`config.mk`:
```
export PLATFORM = sky130hd
export DESIGN_NAME = ula_seq_param
export DESIGN_NICKNAME = d
export VERILOG_FILES = /design/src/rtl/ula_seq_param.sv
export SDC_FILE = /design/constraint.sdc
export NUM_CORES = 1
export LEC_CHECK = 0
export ABC_AREA = 1
export ABC_CLOCK_PERIOD_IN_PS = 2200
export BUFFER_PORTS_ARGS = -buffer_cell sky130_fd_sc_hd__buf_2
export CORE_AREA = 2 2 81 68
export CTS_CLUSTER_DIAMETER = 150
export DETAILED_ROUTE_END_ITERATION = 12
export DIE_AREA = 0 0 83 70
export MAX_ROUTING_LAYER = met4
export PLACE_DENSITY = 0.75
export SYNTH_ARGS = -nofsm -noshare
export SYNTH_HDL_FRONTEND = slang
export SYNTH_SLANG_ARGS = --single-unit
```
`constraint.sdc`:
```
create_clock -name clk -period 2.2 [get_ports clk]
set_input_delay 0.44 -clock clk [delete_from_list [all_inputs] [get_ports clk]]
set_output_delay 0.44 -clock clk [all_outputs]
set_load 0.05 [all_outputs]
```
`src/rtl/ula_seq_param.sv`:
```
// Registered ALU with a start/busy/done handshake. Logic and arithmetic ops finish
// in one cycle; LSL/LSR shift one bit per clock with the amount saturated at WIDTH.
module ula_seq_param #(
    parameter int unsigned WIDTH = 8
) (
    input  logic             clk,
    input  logic             rst,
    input  logic             start_in,
    input  logic [WIDTH-1:0] a_in,
    input  logic [WIDTH-1:0] b_in,
    input  logic [2:0]       op_sel,
    output logic             busy_out,
    output logic             done_out,
    output logic [WIDTH-1:0] resultado_out,
    output logic             flag_c,
    output logic             flag_v,
    output logic             flag_z,
    output logic             flag_n
);

    localparam int unsigned CNT_W = $clog2(WIDTH + 1);
    localparam int unsigned MSB   = WIDTH - 1;

    localparam logic [2:0] OP_AND  = 3'b000;
    localparam logic [2:0] OP_OR   = 3'b001;
    localparam logic [2:0] OP_NOT  = 3'b010;
    localparam logic [2:0] OP_NAND = 3'b011;
    localparam logic [2:0] OP_ADD  = 3'b100;
    localparam logic [2:0] OP_SUB  = 3'b101;

    typedef enum logic {
        IDLE  = 1'b0,
        SHIFT = 1'b1
    } state_t;

    state_t             state_q;
    logic               busy_q;
    logic               done_q;
    logic [WIDTH-1:0]   res_q;
    logic               c_q;
    logic               v_q;
    logic               z_q;
    logic               n_q;
    logic [WIDTH-1:0]   sh_q;
    logic [CNT_W-1:0]   cnt_q;
    logic               dir_q;

    logic [WIDTH:0]     sum_c;
    logic [WIDTH:0]     diff_c;
    logic [CNT_W-1:0]   amt_c;
    logic               is_shift_c;
    logic [WIDTH-1:0]   alu_r_c;
    logic               alu_c_c;
    logic               alu_v_c;
    logic [WIDTH-1:0]   sh_d;
    logic               sh_out_c;
    logic [WIDTH-1:0]   res_d;
    logic               c_d;
    logic               v_d;
    logic               z_d;
    logic               n_d;

    // Single-cycle datapath; zero-distance shifts pass A through unchanged.
    always_comb begin
        sum_c      = {1'b0, a_in} + {1'b0, b_in};
        diff_c     = {1'b0, a_in} - {1'b0, b_in};
        amt_c      = (b_in >= WIDTH'(WIDTH)) ? CNT_W'(WIDTH) : CNT_W'(b_in);
        is_shift_c = op_sel[2] & op_sel[1];
        alu_r_c    = a_in;
        alu_c_c    = 1'b0;
        alu_v_c    = 1'b0;
        case (op_sel)
            OP_AND:  alu_r_c = a_in & b_in;
            OP_OR:   alu_r_c = a_in | b_in;
            OP_NOT:  alu_r_c = ~a_in;
            OP_NAND: alu_r_c = ~(a_in & b_in);
            OP_ADD: begin
                alu_r_c = sum_c[WIDTH-1:0];
                alu_c_c = sum_c[WIDTH];
                alu_v_c = (a_in[MSB] == b_in[MSB]) & (sum_c[MSB] != a_in[MSB]);
            end
            OP_SUB: begin
                alu_r_c = diff_c[WIDTH-1:0];
                alu_c_c = ~diff_c[WIDTH];
                alu_v_c = (a_in[MSB] != b_in[MSB]) & (diff_c[MSB] != a_in[MSB]);
            end
            default: alu_r_c = a_in;
        endcase
    end

    // One-position shift step; dir_q=1 is LSR.
    always_comb begin
        if (dir_q) begin
            sh_d     = {1'b0, sh_q[WIDTH-1:1]};
            sh_out_c = sh_q[0];
        end else begin
            sh_d     = {sh_q[WIDTH-2:0], 1'b0};
            sh_out_c = sh_q[MSB];
        end
    end

    always_comb begin
        if (state_q == SHIFT) begin
            res_d = sh_d;
            c_d   = sh_out_c;
            v_d   = 1'b0;
        end else begin
            res_d = alu_r_c;
            c_d   = alu_c_c;
            v_d   = alu_v_c;
        end
        z_d = (res_d == '0);
        n_d = res_d[MSB];
    end

    always_ff @(posedge clk or posedge rst) begin
        if (rst) begin
            state_q <= IDLE;
            busy_q  <= 1'b0;
            done_q  <= 1'b0;
            res_q   <= '0;
            c_q     <= 1'b0;
            v_q     <= 1'b0;
            z_q     <= 1'b0;
            n_q     <= 1'b0;
            sh_q    <= '0;
            cnt_q   <= '0;
            dir_q   <= 1'b0;
        end else begin
            done_q <= 1'b0;
            case (state_q)
                IDLE: begin
                    if (start_in) begin
                        if (is_shift_c && (amt_c != '0)) begin
                            sh_q    <= a_in;
                            cnt_q   <= amt_c;
                            dir_q   <= op_sel[0];
                            busy_q  <= 1'b1;
                            state_q <= SHIFT;
                        end else begin
                            res_q  <= res_d;
                            c_q    <= c_d;
                            v_q    <= v_d;
                            z_q    <= z_d;
                            n_q    <= n_d;
                            done_q <= 1'b1;
                        end
                    end
                end
                SHIFT: begin
                    sh_q  <= sh_d;
                    cnt_q <= cnt_q - CNT_W'(1);
                    // Last step: publish the shifted value and the final bit out.
                    if (cnt_q == CNT_W'(1)) begin
                        res_q   <= res_d;
                        c_q     <= c_d;
                        v_q     <= v_d;
                        z_q     <= z_d;
                        n_q     <= n_d;
                        done_q  <= 1'b1;
                        busy_q  <= 1'b0;
                        state_q <= IDLE;
                    end
                end
                default: state_q <= IDLE;
            endcase
        end
    end

    assign busy_out      = busy_q;
    assign done_out      = done_q;
    assign resultado_out = res_q;
    assign flag_c        = c_q;
    assign flag_v        = v_q;
    assign flag_z        = z_q;
    assign flag_n        = n_q;

endmodule

```
# Word-level counts from Yosys, hierarchy flattened
# Index checks and enable logic that the tools add are counted.
dict set report word_totals {
  reg_bits 28
  out_inout_bits 14
  wordCells 93
}
dict set report classes {
  addsub 3
  magnitude_cmp 1
  n_eq_ne 14
  mux 47
  bitwise 9
  reduce_logical 8
}
# op count
set op_table {}
lappend op_table {{two-way mux 8 bit} 7}
lappend op_table {{case mux 8 bit (6 select lines)} 1}
lappend op_table {{case mux 8 bit (2 select lines)} 2}
lappend op_table {{two-way mux 1 bit} 24}
lappend op_table {{case mux 1 bit (2 select lines)} 9}
lappend op_table {{inverter 8 bit} 2}
lappend op_table {{two-way mux 4 bit} 3}
lappend op_table {{adder 8 x 8 -> 9 bit} 1}
lappend op_table {{AND reduction 3 bit} 3}
lappend op_table {{subtractor 8 x 8 -> 9 bit} 1}
lappend op_table {{bitwise AND 8 bit} 1}
lappend op_table {{greater-or-equal comparator 8 x 4 -> 1 bit (second input constant)} 1}
lappend op_table {{zero test 8 bit} 1}
lappend op_table {{OR 8 bit} 1}
lappend op_table {{case mux 4 bit (2 select lines)} 1}
lappend op_table {{== test 3 x 2 -> 1 bit (second input constant)} 2}
lappend op_table {{== test 3 bit (second input constant)} 2}
lappend op_table {{inequality test 2 bit (second input constant)} 3}
lappend op_table {{== test 4 x 1 -> 1 bit (second input constant)} 1}
lappend op_table {{nonzero test 4 bit} 1}
lappend op_table {{subtractor 4 x 1 -> 4 bit (second input constant)} 1}
lappend op_table {{bitwise AND 1 bit} 3}
lappend op_table {{== test 3 x 1 -> 1 bit (second input constant)} 1}
lappend op_table {{zero test 3 bit} 1}
lappend op_table {{6 further kinds} 9}

# Depth between registers and ports, before layout
dict set report depth {
  ltp_word 8
  depth_mapped 16
  ltp_nobuf 16
}

# Worst setup path after synthesis
# Ideal clock, no wire load.
dict set report synth_path {
  kind {input to register}
  from {input port a_in[0]}
  to {register z_q (netlist: flag_z)}
  setup_ps 66
  arrival_time_ps 1910
  slack_ps 224
  cell_stages 14
  path_cell_list {inv_1 -> ha_1 -> fa_1 -> nand3b_1 -> nand2_1 -> nor2_1 -> nand2_1 -> nand2_1 -> nand2_1 -> nor2_1 -> nand3_1 -> nor2_1 -> nand3_1 -> nand2_1}
}
dict set report synth_between {
  elab_chain_cells 8
}
# item line
set synth_lines {}
lappend synth_lines {{start: declaration} 9} ;# input logic [WIDTH-1:0] a_in,
lappend synth_lines {{parallel branches: the longest is 2 deep, another holds subtractor 8 x 8 -> 9 bit} n/a}
lappend synth_lines {{case mux 8 bit (6 select lines) (*)} 72} ;# case (op_sel)
lappend synth_lines {{two-way mux 8 bit (*)} 103} ;# if (state_q == SHIFT) begin
lappend synth_lines {{zero test 8 bit (*)} 112} ;# z_d = (res_d == '0);
lappend synth_lines {{two-way mux 1 bit} 134} ;# if (is_shift_c && (amt_c != '0)) begin
lappend synth_lines {{two-way mux 1 bit} 133} ;# if (start_in) begin
lappend synth_lines {{case mux 1 bit (2 select lines) (*)} 131} ;# case (state_q)
lappend synth_lines {{end signal: assignment} 144} ;# z_q <= z_d;
lappend synth_lines {{end signal: assignment} 158} ;# z_q <= z_d;
lappend synth_lines {{end: declaration} 42} ;# logic z_q;
# Every way passes the cells marked *. The select of a mux whose other input is x is not followed.
# A chain may end at the register's enable or synchronous reset.

# Final worst setup path
# Same ends and word-level chain as after synthesis.

==> results.md <==
* Run status: finished, final reports clean
* Post_cts resized at 0
* Worst r2r src: dir_q$_DFFE_PP0P_
* Worst EP arrival at 2220 ps
* Antenna-violating nets left at 0
* RSZ-0062 raised after global routing: false
* Fmax at 0.501 GHz
* Final Hold Vio Count at 0
* GP Congestion at 0.979
* Core ar. at 5130 µm²
* Synth Area in Compound Gates at 0.156
* Syn nets at 463
* Final period util at 0.908
* Vias in the first global route at 2632
* Antenna fix cells at 0
* CTS Sinks at 27
* Simple-gate share of the synthesized area at 0.333
* Hold Crit Class: in2async
* Io pins at 36
* Footprint of the multi-input gates at 1700 µm²
* Post-Synth XOR/XNOR Area at 0.0132
* H-tree levels at 1
* CTS Root Buffer Type: clkbuf_8
* Worst setup EP type: flop
* First-pass GRT wire length at 12200 µm
* DRT Pass-1 Iters at 5
* CTS Buffer Depth at 2
* Largest net degree at the start of global routing at 28
* Layout Skew at 4.77 ps
* Fill count at 484
* Post-Place Setup Slack at -38.9 ps
* Yosys cell types at 31
* Post-CTS setup buffer count at 0
* Inserted Clock Buffers at 3
* Most frequent cells in the layout: 106 x nand2_1, 57 x inv_1, 42 x nand3_1
* Cell Area, Synth at 2660 µm²
* Final Util at 0.602
* Post-DP Area at 3050 µm²
* Fin nets at 517
* Crit path launch type: input port
* R2R Path End: flag_z$_DFFE_PP0P_
* Slew margin rel. at 0.664
* Design area at 3090 µm²
* Largest family of logic cells by synthesized area: simple AND/OR/NAND/NOR gates
* Mean area per synthesized cell at 6.44 µm²
* Worst-Margin Slew at 502 ps
* PortBufs at 35
* Max VDD drop at 736 µV
* Tot GR Track Use at 0.261
* Die width at 83 µm
* Initial antenna violation count at 0
* Adder-cell share of the synthesized area at 0.137
* Crit path required time at 2420 ps
* Worst skew pair latency at 270 ps
* DR vias at 2829
* Overall power at 3060 µW
* Pins over their slew limit at 0
* Post-DP HPWL at 5760 µm
* Remaining DRCs at 0
* Max Cap Viol at 0
* R2R Setup Slk at 560 ps
* Worst-path maximum fanout at 2
* Worst-path clk slew at 90 ps
* CTS tree: yes
* Sequential standard cell area at 676 µm²
* #FFs+latches synth at 27
* Die Area at 5810 µm²
* Routed WL per cell at 13.4 µm
* Drt initial violations at 187
* Hold Buf Count CTS at 0
* Fin worst setup slack at 203 ps
* Die Height at 70 µm
* Starting Density at 0.518
* Overflow after GRT at 0
* Layout cell share with drive strength beyond 1 at 0.159
* PwrDens at 989 nW/µm²
* Vias/cell at 5.33
* Commonest non-fill, non-tap cell in the layout: nand2_1
* Cells on worst reg2reg path at 8
* Wirelength, routed at 7130 µm
* Row Count at 24
* Final min period at 2000 ps
* Pleak at 0.00170 µW
* Setup violations, final at 0
* Synth warn at 0
* Sequential share of the synthesized area at 0.254
* Worst setup path category: in2reg
* Synthesis-to-finish area growth at 16.2%
* Synthesized instance count at 413
* Post-synthesis mux area share at 0
[per-stage QoR]
stage	cells	hold WS [ps]	TNS (ps)
final	531	207	0
after global routing	531	257	0
after floorplan	413	481	0
after CTS	531	222	0
after global placement	527	462	0
after detailed placement	527	466	-38.9
[report_power, final]
group	leakage [µW]	internal [µW]	switching (µW)
Combinational	0.00135	594	1300
Sequential	0.000329	735	151
Clock	0.0000228	130	150
[sequential cells by signal, indices dropped and copies added (netlist names)]
name,flops
state_q,1
done_out,1
flag_v,1
resultado_out,8
busy_out,1
flag_c,1
sh_q,8
dir_q,1
cnt_q,4
flag_z,1
[cell families after synthesis]
group / after synthesis
AND/OR/NAND/NOR: 209
flip-flops: 27
buffers and inverters: 72
XOR/XNOR: 4
AO/OA/AOI/OAI: 73
adder cells (fa/ha/maj): 28
[synth_stat cells]
cell type / count / area share
nand2_1: 106 / 0.15
inv_1: 57 / 0.080
nand3_1: 42 / 0.079
nor2_1: 41 / 0.058
o21ai_0: 28 / 0.053
dfrtp_1: 27 / 0.25
a21oi_1: 26 / 0.049
ha_1: 26 / 0.12
a31oi_1: 7 / 0.016
buf_2: 5 / 0.0094
inv_2: 5 / 0.0071
nand4_1: 5 / 0.012
o211ai_1: 5 / 0.014
clkbuf_1: 3 / 0.0042
nand2_2: 3 / 0.0071
nand3b_1: 3 / 0.0085
nor2_2: 3 / 0.0071
nor3_1: 3 / 0.0056
o221ai_1: 3 / 0.0099
fa_1: 2 / 0.015
xnor2_1: 2 / 0.0066
xor2_1: 2 / 0.0066
a21oi_4: 1 / 0.0061
a22o_1: 1 / 0.0033
and2_1: 1 / 0.0024
buf_4: 1 / 0.0028
clkinv_2: 1 / 0.0019
nor4_1: 1 / 0.0024
o21ai_1: 1 / 0.0019
o31ai_1: 1 / 0.0028
or2_0: 1 / 0.0024
[critical path: stages]
cell     delay [ps]
buf_2            90
inv_1            50
ha_1            220
fa_1            440
xnor2_1         170
nor2_1           50
nor2_1          130
nand2_1          60
nand2_1          70
nand2_1          50
nor2_1           90
nand3_1          80
nor2_1          110
nand3_1          90
nand2_1          70
[final cells by class]
cell class	count	share of cell area
Tap cell	65	0.0263
Sequential cell	27	0.219
Clock buffer	4	0.0146
Inverter	63	0.0769
Timing Repair Buffer	58	0.113
Multi-Input combinational cell	314	0.551
[worst max-delay path by stage]
stage	startpoint	to	slack, ps
after floorplan	a_in[0]	flag_z$_DFFE_PP0P_	220
after global placement	a_in[0]	flag_z$_DFFE_PP0P_	20
after detailed placement	a_in[0]	flag_z$_DFFE_PP0P_	-40
after CTS	a_in[0]	flag_z$_DFFE_PP0P_	240
after global routing	b_in[0]	flag_z$_DFFE_PP0P_	30
final	a_in[0]	flag_z$_DFFE_PP0P_	200
[layer usage]
| metal | routed length, µm | share of wire | global-route usage |
|---|---|---|---|
| met3 | 425 | 0.060 | 0.0355 |
| met4 | 60 | 0.0084 | 0.0419 |
| met1 | 3280 | 0.46 | 0.353 |
| met2 | 3360 | 0.47 | 0.430 |
| met5 | 0 | 0 | - |
No activity file was read; power rests on OpenSTA's default activity.
